$ cat config.mk
export PLATFORM = sky130hd
export DESIGN_NAME = key_event_generator
export DESIGN_NICKNAME = d
export VERILOG_FILES = /design/src/rtl/key_event_generator.sv
export SDC_FILE = /design/constraint.sdc
export NUM_CORES = 1
export LEC_CHECK = 0
export CAP_MARGIN = 20
export CORE_AREA = 3 3 184 186
export CTS_BUF_LIST = sky130_fd_sc_hd__clkbuf_8
export CTS_CLUSTER_SIZE = 16
export DETAILED_ROUTE_END_ITERATION = 6
export DIE_AREA = 0 0 187 189
export DONT_BUFFER_PORTS = 1
export PLACE_DENSITY = 0.9
export SLEW_MARGIN = 20
export SYNTH_ARGS = -nofsm -noshare
export SYNTH_HDL_FRONTEND = slang
export SYNTH_SLANG_ARGS = --single-unit
$ cat constraint.sdc
create_clock -name clk -period 16.19 [get_ports clk]
set_clock_uncertainty 0.15 [all_clocks]
set_input_delay 2.4285 -clock clk [delete_from_list [all_inputs] [get_ports clk]]
set_output_delay 2.4285 -clock clk [all_outputs]
set_load 0.02 [all_outputs]
$ cat src/rtl/key_event_generator.sv
// key_event_generator
//   Turns per-key held levels into one-cycle press, release and typematic
//   auto-repeat pulses. It also produces a registered event encoding (valid,
//   lowest pulsing lane, multi-hit flag) one cycle behind key_pulse.
//
//   Lane map: 0 Enter, 1 F, 2 R, 3 T, 4 W, 5 A, 6 S, 7 D,
//             8 Up, 9 Right, 10 Left, 11 Down.
//
// Ports
//   clk          system clock (single domain)
//   rst          asynchronous active-high reset
//   key_level    held levels, already synchronous to clk
//   repeat_en    per-lane auto-repeat enable
//   key_pulse    one-cycle pulse on press and on each repeat
//   key_release  one-cycle pulse on release
//   key_held     1 while the lane FSM is out of IDLE
//   event_valid  some key_pulse bit was high in the previous cycle
//   event_code   lowest pulsing lane index from the previous cycle
//   event_multi  more than one lane pulsed in the previous cycle

// One key lane: IDLE/DELAY/REPEAT FSM with a shared delay/period counter.
// All outputs are registered.
module key_event_lane #(
  parameter int REPEAT_DELAY  = 50_000_000,
  parameter int REPEAT_PERIOD = 10_000_000,
  parameter int CNT_W         = $clog2(REPEAT_DELAY) + 1
) (
  input  logic clk,
  input  logic rst,
  input  logic level,
  input  logic rep_en,
  output logic pulse,
  output logic rel,
  output logic held
);

  typedef enum logic [1:0] {
    IDLE   = 2'd0,
    DELAY  = 2'd1,
    REPEAT = 2'd2
  } lane_state_t;

  localparam logic [CNT_W-1:0] DLY_TC = CNT_W'(REPEAT_DELAY - 1);
  localparam logic [CNT_W-1:0] PER_TC = CNT_W'(REPEAT_PERIOD - 1);

  lane_state_t      state, state_nxt;
  logic [CNT_W-1:0] cnt, cnt_nxt;
  logic             pulse_nxt, rel_nxt;

  always_ff @(posedge clk or posedge rst) begin
    if (rst) begin
      state <= IDLE;
      cnt   <= '0;
      pulse <= 1'b0;
      rel   <= 1'b0;
      held  <= 1'b0;
    end else begin
      state <= state_nxt;
      cnt   <= cnt_nxt;
      pulse <= pulse_nxt;
      rel   <= rel_nxt;
      held  <= (state_nxt != IDLE);
    end
  end

  // Priority inside DELAY/REPEAT: release, then repeat disabled, then
  // terminal count. The counter resets on every transition and stops at its
  // terminal value, so it cannot wrap.
  always_comb begin
    state_nxt = state;
    cnt_nxt   = cnt;
    pulse_nxt = 1'b0;
    rel_nxt   = 1'b0;
    unique case (state)
      IDLE: begin
        cnt_nxt = '0;
        if (level) begin
          state_nxt = DELAY;
          pulse_nxt = 1'b1;
        end
      end
      DELAY: begin
        if (!level) begin
          state_nxt = IDLE;
          rel_nxt   = 1'b1;
          cnt_nxt   = '0;
        end else if (!rep_en) begin
          cnt_nxt = '0;
        end else if (cnt == DLY_TC) begin
          state_nxt = REPEAT;
          cnt_nxt   = '0;
          pulse_nxt = 1'b1;
        end else begin
          cnt_nxt = cnt + 1'b1;
        end
      end
      REPEAT: begin
        if (!level) begin
          state_nxt = IDLE;
          rel_nxt   = 1'b1;
          cnt_nxt   = '0;
        end else if (!rep_en) begin
          // Re-arm the full initial delay once repeat is re-enabled.
          state_nxt = DELAY;
          cnt_nxt   = '0;
        end else if (cnt == PER_TC) begin
          cnt_nxt   = '0;
          pulse_nxt = 1'b1;
        end else begin
          cnt_nxt = cnt + 1'b1;
        end
      end
      default: begin
        state_nxt = IDLE;
        cnt_nxt   = '0;
      end
    endcase
  end

endmodule

module key_event_generator #(
  parameter int NUM_KEYS      = 12,
  parameter int REPEAT_DELAY  = 50_000_000,
  parameter int REPEAT_PERIOD = 10_000_000,
  parameter int CNT_W         = $clog2(REPEAT_DELAY) + 1
) (
  input  logic                clk,
  input  logic                rst,
  input  logic [NUM_KEYS-1:0] key_level,
  input  logic [NUM_KEYS-1:0] repeat_en,
  output logic [NUM_KEYS-1:0] key_pulse,
  output logic [NUM_KEYS-1:0] key_release,
  output logic [NUM_KEYS-1:0] key_held,
  output logic                event_valid,
  output logic [3:0]          event_code,
  output logic                event_multi
);

  // Lanes: one independent FSM per key.
  for (genvar g = 0; g < NUM_KEYS; g++) begin : g_lane
    key_event_lane #(
      .REPEAT_DELAY  (REPEAT_DELAY),
      .REPEAT_PERIOD (REPEAT_PERIOD),
      .CNT_W         (CNT_W)
    ) u_lane (
      .clk    (clk),
      .rst    (rst),
      .level  (key_level[g]),
      .rep_en (repeat_en[g]),
      .pulse  (key_pulse[g]),
      .rel    (key_release[g]),
      .held   (key_held[g])
    );
  end

  // Encoder: only press/repeat pulses feed it, releases are ignored.
  logic [3:0] code_nxt;
  logic       multi_nxt;

  always_comb begin
    code_nxt = 4'd0;
    // Walk downward so the lowest set index is the one left standing.
    for (int i = NUM_KEYS - 1; i >= 0; i--) begin
      if (key_pulse[i]) code_nxt = 4'(i);
    end
    // Clearing the lowest set bit leaves something iff popcount > 1.
    multi_nxt = |(key_pulse & (key_pulse - NUM_KEYS'(1)));
  end

  always_ff @(posedge clk or posedge rst) begin
    if (rst) begin
      event_valid <= 1'b0;
      event_code  <= 4'd0;
      event_multi <= 1'b0;
    end else begin
      event_valid <= |key_pulse;
      event_code  <= code_nxt;
      event_multi <= multi_nxt;
    end
  end

endmodule

---- Word-level counts from Yosys, hierarchy flattened ----
Index checks and enable logic that the tools add are counted.
word-level totals
  register bits ........................... 390
  bits of input ports ..................... 26
  output and inout port bits .............. 42
  word-level logic and storage cells ...... 463
operators by class
  $add $sub $neg .......................... 13
  equality and inequality tests ........... 48
  multiplexer cells ....................... 300
  bitwise gates (word level) .............. 1
  reduce and logical (&&, ||, !) cells .... 38
operators by type and width
  cell                                                    count
  2-to-1 mux 27 bit                                       72
  one-hot mux 27 bit (2 select lines)                     12
  adder 27 x 1 -> 27 bit (second input constant)          12
  equality test 27 x 24 -> 1 bit (second input constant)  12
  equality test 27 x 26 -> 1 bit (second input constant)  12
  2-to-1 mux 2 bit                                        72
  2-to-1 mux 1 bit                                        108
  one-hot mux 2 bit (3 select lines)                      12
  2-to-1 mux 4 bit                                        12
  one-hot mux 1 bit (3 select lines)                      12
  equality test 2 x 1 -> 1 bit (second input constant)    12
  equality test 2 bit (second input constant)             12
  zero test 2 bit                                         12
  nonzero test 2 bit                                      12
  OR reduction 12 bit                                     2
  OR reduction 2 bit                                      12
  AND 12 bit                                              1
  subtractor 12 x 1 -> 12 bit (second input constant)     1

---- Longest topological paths before layout ----
Gate-level depths: netlist of the first run.
  word-level depth ........................ 12
  depth in mapped cells ................... 9
  depth with buffers taken out ............ 7

---- Modules after synthesis ----
From an unflattened synthesis of the first run, not the netlist that was laid out.
unflattened totals
  cell total of the unflattened synthesis .. 2375
  area, all modules ....................... 23176.0 um^2
by module, submodules not included
  module                                 instances  cells each  area an instance (um^2)
  key_event_lane (g_lane[0].u_lane ...)  8          195         1908.1
  key_event_lane (g_lane[7].u_lane ...)  2          196         1909.3
  key_event_lane (g_lane[11].u_lane)     1          191         1854.3
  key_event_lane (g_lane[9].u_lane)      1          187         1843.0
  key_event_generator                    1          45          395.4

---- Worst setup path before layout of the first run ----
Ideal clock, no wire load.
  kind .................................... input to register
  start ................................... input key_level[3]
  end ..................................... register g_lane[3].u_lane.cnt[10]
  setup time .............................. 72 ps
  arrival ................................. 3573 ps
  required time ........................... 15968 ps
  slack ................................... 12395 ps
  cell stages on the path ................. 6
  path through ............................ clkbuf_1 > nand2_1 > o32a_1 > clkbuf_1 > clkbuf_1 > nor2_1
between the ends
  cells in the longest elaborated chain, start to end .. 2
RTL lines
  item                                         RTL line  RTL
  start: declaration                           130       input logic [NUM_KEYS-1:0] key_level,
  2-to-1 mux 27 bit, on equally long branches  98, 83
  one-hot mux 27 bit (2 select lines) *        74        unique case (state)
  via g_lane[3].u_lane.cnt_nxt[10]             47        logic [CNT_W-1:0] cnt, cnt_nxt;
  end signal: assignment                       59        cnt <= cnt_nxt;
  end: declaration                             47
Mark *: on every way through the listed nets, which the timed path passes. The rest lies on a longest branch.

---- Worst setup path after layout of the first run ----
  start ................................... register g_lane[10].u_lane.pulse
  end ..................................... output key_pulse[10]
RTL lines
  item                      RTL line  RTL
  start: declaration        32        output logic pulse,
  start signal: assignment  60        pulse <= pulse_nxt;
  end: declaration          132       output logic [NUM_KEYS-1:0] key_pulse,
No word-level cell between the ends.

==> impl_metrics.py, run 1 <==
metrics = {
    "floorplan": {
        "die_w_um": 187,
        "start_util": 0.648,
        "ioPinCount": 68,
        "core_area_um2": 32500,
        "dieArea_um2": 35300,
        "num_rows": 66,
        "die_height_um": 189,
    },
    "grt": {
        "gr-total-overflow": 0,
        "grt_use_total": 0.252,
        "grt_pass1_vias": 16536,
        "grt_max_degree": 181,
        "grt_antenna_before_repair": 0,
        "grt_pass1_wl_um": 76200,
    },
    "power": {
        "totalPowerFinal_mw": 2.34,
        "vdd_drop_max_v": 0.0000601,
        "p_per_area_nw_per_um2": 104,
        "leakagePower_nw": 8.85,
    },
    "hold_path": {
        "holdCritPathClass": "flip-flop to flip-flop",
    },
    "finish": {
        "final_util": 0.695,
        "nFillCells": 2221,
        "syn_to_final_growth_pct": 7.28,
        "diodes": 0,
        "layout-drive-gt1-share": 0.0641,
        "final_cell_mix": "nor2_1, dfrtp_1, xnor2_1",
        "final_common_cell": "nor2_1",
        "fin_nets": 2317,
    },
    "critical_path": {
        "end_kind": "output port",
        "worst_ep_required_time_ps": 13610,
        "criticalPathCategory": "flip-flop to output port",
        "crit_arrival_ps": 1340,
        "cp_max_fo": 7,
        "start_kind": "flip-flop",
    },
    "sta": {
        "setup_viol": 0,
        "hold_slack_ps": 309,
        "worst_slew_margin_rel": 0.235,
        "min_period_ps": 3920,
        "tightest_slew_ps": 1140,
        "period_share": 0.242,
        "rsz0062_at_grt": "no",
        "max_freq_ghz": 0.255,
        "drv_slew": 0,
        "finalHoldViolCount": 0,
        "tns_ps": 0,
    },
    "routing": {
        "via_count": 16511,
        "antenna_left": 0,
        "routed_wl_um": 45000,
        "initialDrtViolationCount": 1625,
        "viasPerCell": 6.07,
        "dr.pass1.iters": 6,
        "route.detailed.drc": 0,
        "wl_per_cell_um": 16.6,
    },
    "clock_network": {
        "cts_resized": 0,
        "clk_pin_slew_worst_paths_ps": 50,
        "cts_num_sinks": 390,
        "clock_latency_ps": 590,
        "h-tree-depth": 3,
        "cts_root_buf": "clkbuf_8",
        "tritoncts": "done",
        "postCtsSetupRepairBufs": 0,
        "cts_max_path_buffers": 3,
        "cts_hold_buffers": 0,
        "cts_made_buffers": 66,
    },
    "logic_synthesis": {
        "synthFlopType": "dfrtp_1",
        "synthArstFlopShare": 1.00,
        "synth-seq-cells": 390,
        "syn_avg_cell_area_um2": 9.33,
        "ys_seq_area_frac": 0.464,
        "synth_edf_count": 0,
        "netlist_area_um2": 21000,
        "netlist-cell-type-count": 74,
        "synth_nets": 2338,
        "synth_cells": 2252,
        "yosysWarnings": 0,
    },
    "job": {
        "cap_violations": 0,
    },
    "status": {
        "status": "finished clean",
    },
    "place": {
        "io_buffers": 0,
        "place.gp.congestion": 0.888,
        "dp_hpwl_um": 29300,
    },
}
## kinds of logic (layout without fill, tap and decap cells)
kind of cell | count (synthesis) | count (layout) | synth area share
simple gates | 1175 | 1175 | 0.285
fa+ha+maj | 62 | 62 | 0.0367
flops | 390 | 390 | 0.464
compound gates | 143 | 143 | 0.0465
buf+inv | 175 | 200 | 0.0384
xor+xnor | 299 | 299 | 0.125
mux | 8 | 8 | 0.00405
## cell usage after synthesis (all sizes together) (12+ instances only)
| cell type | n | share of area |
|---|---|---|
| nor4bb | 13 | 0.0062 |
| buf | 50 | 0.016 |
| and4 | 35 | 0.015 |
| nor2 | 433 | 0.077 |
| nor2b | 27 | 0.0080 |
| nor3 | 66 | 0.016 |
| nand4 | 98 | 0.029 |
| or2 | 12 | 0.0036 |
| nand2 | 132 | 0.024 |
| xnor2 | 158 | 0.066 |
| nand3 | 141 | 0.034 |
| a21oi | 48 | 0.011 |
| o21ai | 24 | 0.0061 |
| ha | 60 | 0.036 |
| and3 | 50 | 0.015 |
| and2 | 15 | 0.0045 |
| nor4 | 56 | 0.017 |
| xor2 | 141 | 0.059 |
| nor3b | 12 | 0.0043 |
| dfrtp | 390 | 0.46 |
| nor4b | 13 | 0.0054 |
| or4 | 16 | 0.0061 |
| clkbuf | 49 | 0.0088 |
| nand2b | 14 | 0.0042 |
| inv | 76 | 0.014 |
## state kept, by name (all words and copies together) (netlist names)
| signal | count |
|---|---|
| g_lane.u_lane.cnt | 324 |
| g_lane.u_lane.state | 24 |
| g_lane.u_lane.held | 12 |
| g_lane.u_lane.pulse | 12 |
| g_lane.u_lane.rel | 12 |
| event_code | 4 |
| event_multi | 1 |
| event_valid | 1 |
## power by group
part | internal (mW) | leakage, nW | switching (mW) | total, mW
clock network | 0.503 | 0.772 | 0.393 | 0.896
logic | 0.116 | 2.72 | 0.181 | 0.296
registers | 1.03 | 5.36 | 0.112 | 1.14
total | 1.65 | 8.85 | 0.686 | 2.34
## final timing paths
check,startpoint,end,slack [ps],cells past startpoint
worst max-delay path,g_lane[10].u_lane.pulse,key_pulse[10],12270,0
worst min-delay path,g_lane[10].u_lane.cnt[0],g_lane[10].u_lane.cnt[0],310,1
worst max register to register,g_lane[11].u_lane.cnt[7],g_lane[11].u_lane.cnt[23],12830,5
worst min register to register,g_lane[10].u_lane.cnt[0],g_lane[10].u_lane.cnt[0],310,1
max in group asynchronous,rst,g_lane[8].u_lane.rel,12800,2
min in group asynchronous,rst,g_lane[5].u_lane.rel,1680,1
## metrics by stage
step	cells	instance area (µm²)	worst slack (ps)
final	2719	22500	12270
after CTS	2718	22500	12240
after detailed placement	2604	21100	11870
after global placement	2604	21100	11920
after floorplan	2252	21000	2770
after global routing	2719	22500	12210
## layer usage
metal,track usage,vias up,routed length [µm]
li1,-,7730,-
met1,0.314,8105,18700
met2,0.431,545,22400
met3,0.0474,131,2430
met4,0.112,0,1560
met5,0,-,0
## layout make-up
cell class                      instances  area [µm²]  share of cell area
Multi-Input combinational cell       1687       10500               0.465
Sequential cell                       390        9760               0.433
Clock buffer                           89        1220              0.0543
Tap cell                              442         553              0.0245
Inverter                               76         293              0.0130
Clock inverter                         25         129             0.00572
Timing Repair Buffer                   10        95.1             0.00422
Note: power is estimated with default switching activity, not from simulation.
==> inputs of run 2 (changes only) <==
==> constraint.sdc (replaced) <==
create_clock -name clk -period 3.8 [get_ports clk]
set_clock_uncertainty 0.15 [all_clocks]
set_input_delay 0.57 -clock clk [delete_from_list [all_inputs] [get_ports clk]]
set_output_delay 0.57 -clock clk [all_outputs]
set_load 0.02 [all_outputs]
==> impl_metrics.py, run 2 (same netlist as run 1, synthesis figures left out) <==
metrics = {
    "sta": {
        "period_share": 0.770,
        "max_freq_ghz": 0.342,
        "hold_slack_ps": 36.2,
        "finalHoldViolCount": 0,
        "min_period_ps": 2930,
        "setup_viol": 0,
        "tightest_slew_ps": 1020,
        "rsz0062_at_grt": "no",
        "drv_slew": 0,
        "worst_slew_margin_rel": 0.319,
        "tns_ps": 0,
    },
    "finish": {
        "final_cell_mix": "nor2_1, dfrtp_1, xnor2_1",
        "nFillCells": 2223,
        "layout-drive-gt1-share": 0.0669,
        "top_regs": "g_lane.u_lane.cnt: 324 flops, g_lane.u_lane.state: 24 flops",
        "fin_nets": 2340,
        "largest_register_ffs": 324,
        "diodes": 0,
        "largest_register": "g_lane.u_lane.cnt",
        "final_util": 0.700,
        "final_common_cell": "nor2_1",
        "syn_to_final_growth_pct": 8.11,
    },
    "clock_network": {
        "postCtsSetupRepairBufs": 0,
        "cts_made_buffers": 66,
        "cts_num_sinks": 390,
        "tritoncts": "done",
        "cts_resized": 0,
        "cts_hold_buffers": 13,
        "h-tree-depth": 3,
        "cts_root_buf": "clkbuf_8",
        "cts_max_path_buffers": 3,
        "clk_pin_slew_worst_paths_ps": 60,
        "clock_latency_ps": 610,
    },
    "power": {
        "leakagePower_nw": 8.94,
        "totalPowerFinal_mw": 9.92,
        "vdd_drop_max_v": 0.000349,
        "p_per_area_nw_per_um2": 437,
    },
    "critical_path": {
        "worst_ep_required_time_ps": 4120,
        "crit_arrival_ps": 3250,
        "start_kind": "flip-flop",
        "cp_max_fo": 19,
        "end_kind": "flip-flop",
        "criticalPathCategory": "flip-flop to flip-flop",
    },
    "grt": {
        "grt_antenna_before_repair": 0,
        "grt_pass1_vias": 16448,
        "grt_use_total": 0.250,
        "gr-total-overflow": 0,
        "grt_pass1_wl_um": 76100,
        "grt_max_degree": 119,
    },
    "floorplan": {
        "ioPinCount": 68,
        "dieArea_um2": 35300,
        "die_w_um": 187,
        "core_area_um2": 32500,
        "die_height_um": 189,
        "num_rows": 66,
        "start_util": 0.648,
    },
    "status": {
        "violations": "design-rule violations",
        "status": "complete, but fails checks",
    },
    "routing": {
        "antenna_left": 0,
        "routed_wl_um": 44400,
        "dr.pass1.iters": 7,
        "wl_per_cell_um": 16.2,
        "route.detailed.drc": 4,
        "initialDrtViolationCount": 1447,
        "viasPerCell": 6.05,
        "via_count": 16610,
    },
    "place": {
        "dp_hpwl_um": 29400,
        "place.gp.congestion": 0.901,
        "io_buffers": 0,
    },
    "hold_path": {
        "holdCritPathClass": "input port to flip-flop",
    },
    "job": {
        "cap_violations": 0,
    },
}
run 2: changes by cell type in the layout (fill, tap and decap cells not counted), sizes merged, moves of 4 or more:
cell,before,now
dlygate4sd3,0,13
buf,10,18
inv,93,97
clkinvlp,0,5
clkbuf,89,83
run 2: worst max-delay path, cell delays in order (launching register included):
cell,delay [ps]
dfrtp_1,440
or4b_1,530
or4_4,520
o41ai_1,390
o31a_1,390
buf_4,300
nor2_1,80
run 2: routing by layer:
metal / share of wire / GRT usage / vias up
met5: 0 / 0 / -
met4: 0.022 / 0.0864 / 0
met3: 0.054 / 0.0459 / 98
met2: 0.50 / 0.433 / 524
met1: 0.43 / 0.319 / 8179
li1: - / - / 7809
run 2: stage by stage:
stage / instances / cell area (µm²) / setup WS, ps
finish: 2745 / 22700 / 874
global placement: 2613 / 21200 / 1000
global route: 2745 / 22700 / 671
CTS: 2743 / 22700 / 896
detailed placement: 2613 / 21200 / 918
floorplan: 2252 / 21000 / -2170
run 2: path summary, 6_finish.rpt:
check	from	endpoint	slack, ps	cells past startpoint
setup / recovery	g_lane[6].u_lane.cnt[7]	g_lane[6].u_lane.cnt[4]	870	6
hold / removal	key_level[0]	g_lane[0].u_lane.state[1]	40	2
setup reg to reg	g_lane[6].u_lane.cnt[7]	g_lane[6].u_lane.cnt[4]	870	6
hold reg to reg	g_lane[10].u_lane.cnt[0]	g_lane[10].u_lane.cnt[0]	300	1
max in group asynchronous	rst	g_lane[10].u_lane.state[1]	2170	3
min in group asynchronous	rst	g_lane[1].u_lane.cnt[17]	330	2
run 2: where the power goes:
group          leakage, nW  internal [mW]  switching, mW
combinational         2.82          0.507          0.765
clock                0.758           2.07           1.71
sequential            5.36           4.40          0.469
run 2: area by class of cell:
| class | instances | area [µm²] | area share |
|---|---|---|---|
| multi-input cells | 1687 | 10500 | 0.461 |
| clock buffers | 81 | 1110 | 0.0491 |
| clock inverters | 36 | 223 | 0.00980 |
| repair buffers | 33 | 313 | 0.0138 |
| inverters | 76 | 289 | 0.0127 |
| flip-flops and latches | 390 | 9760 | 0.430 |
| well taps | 442 | 553 | 0.0243 |
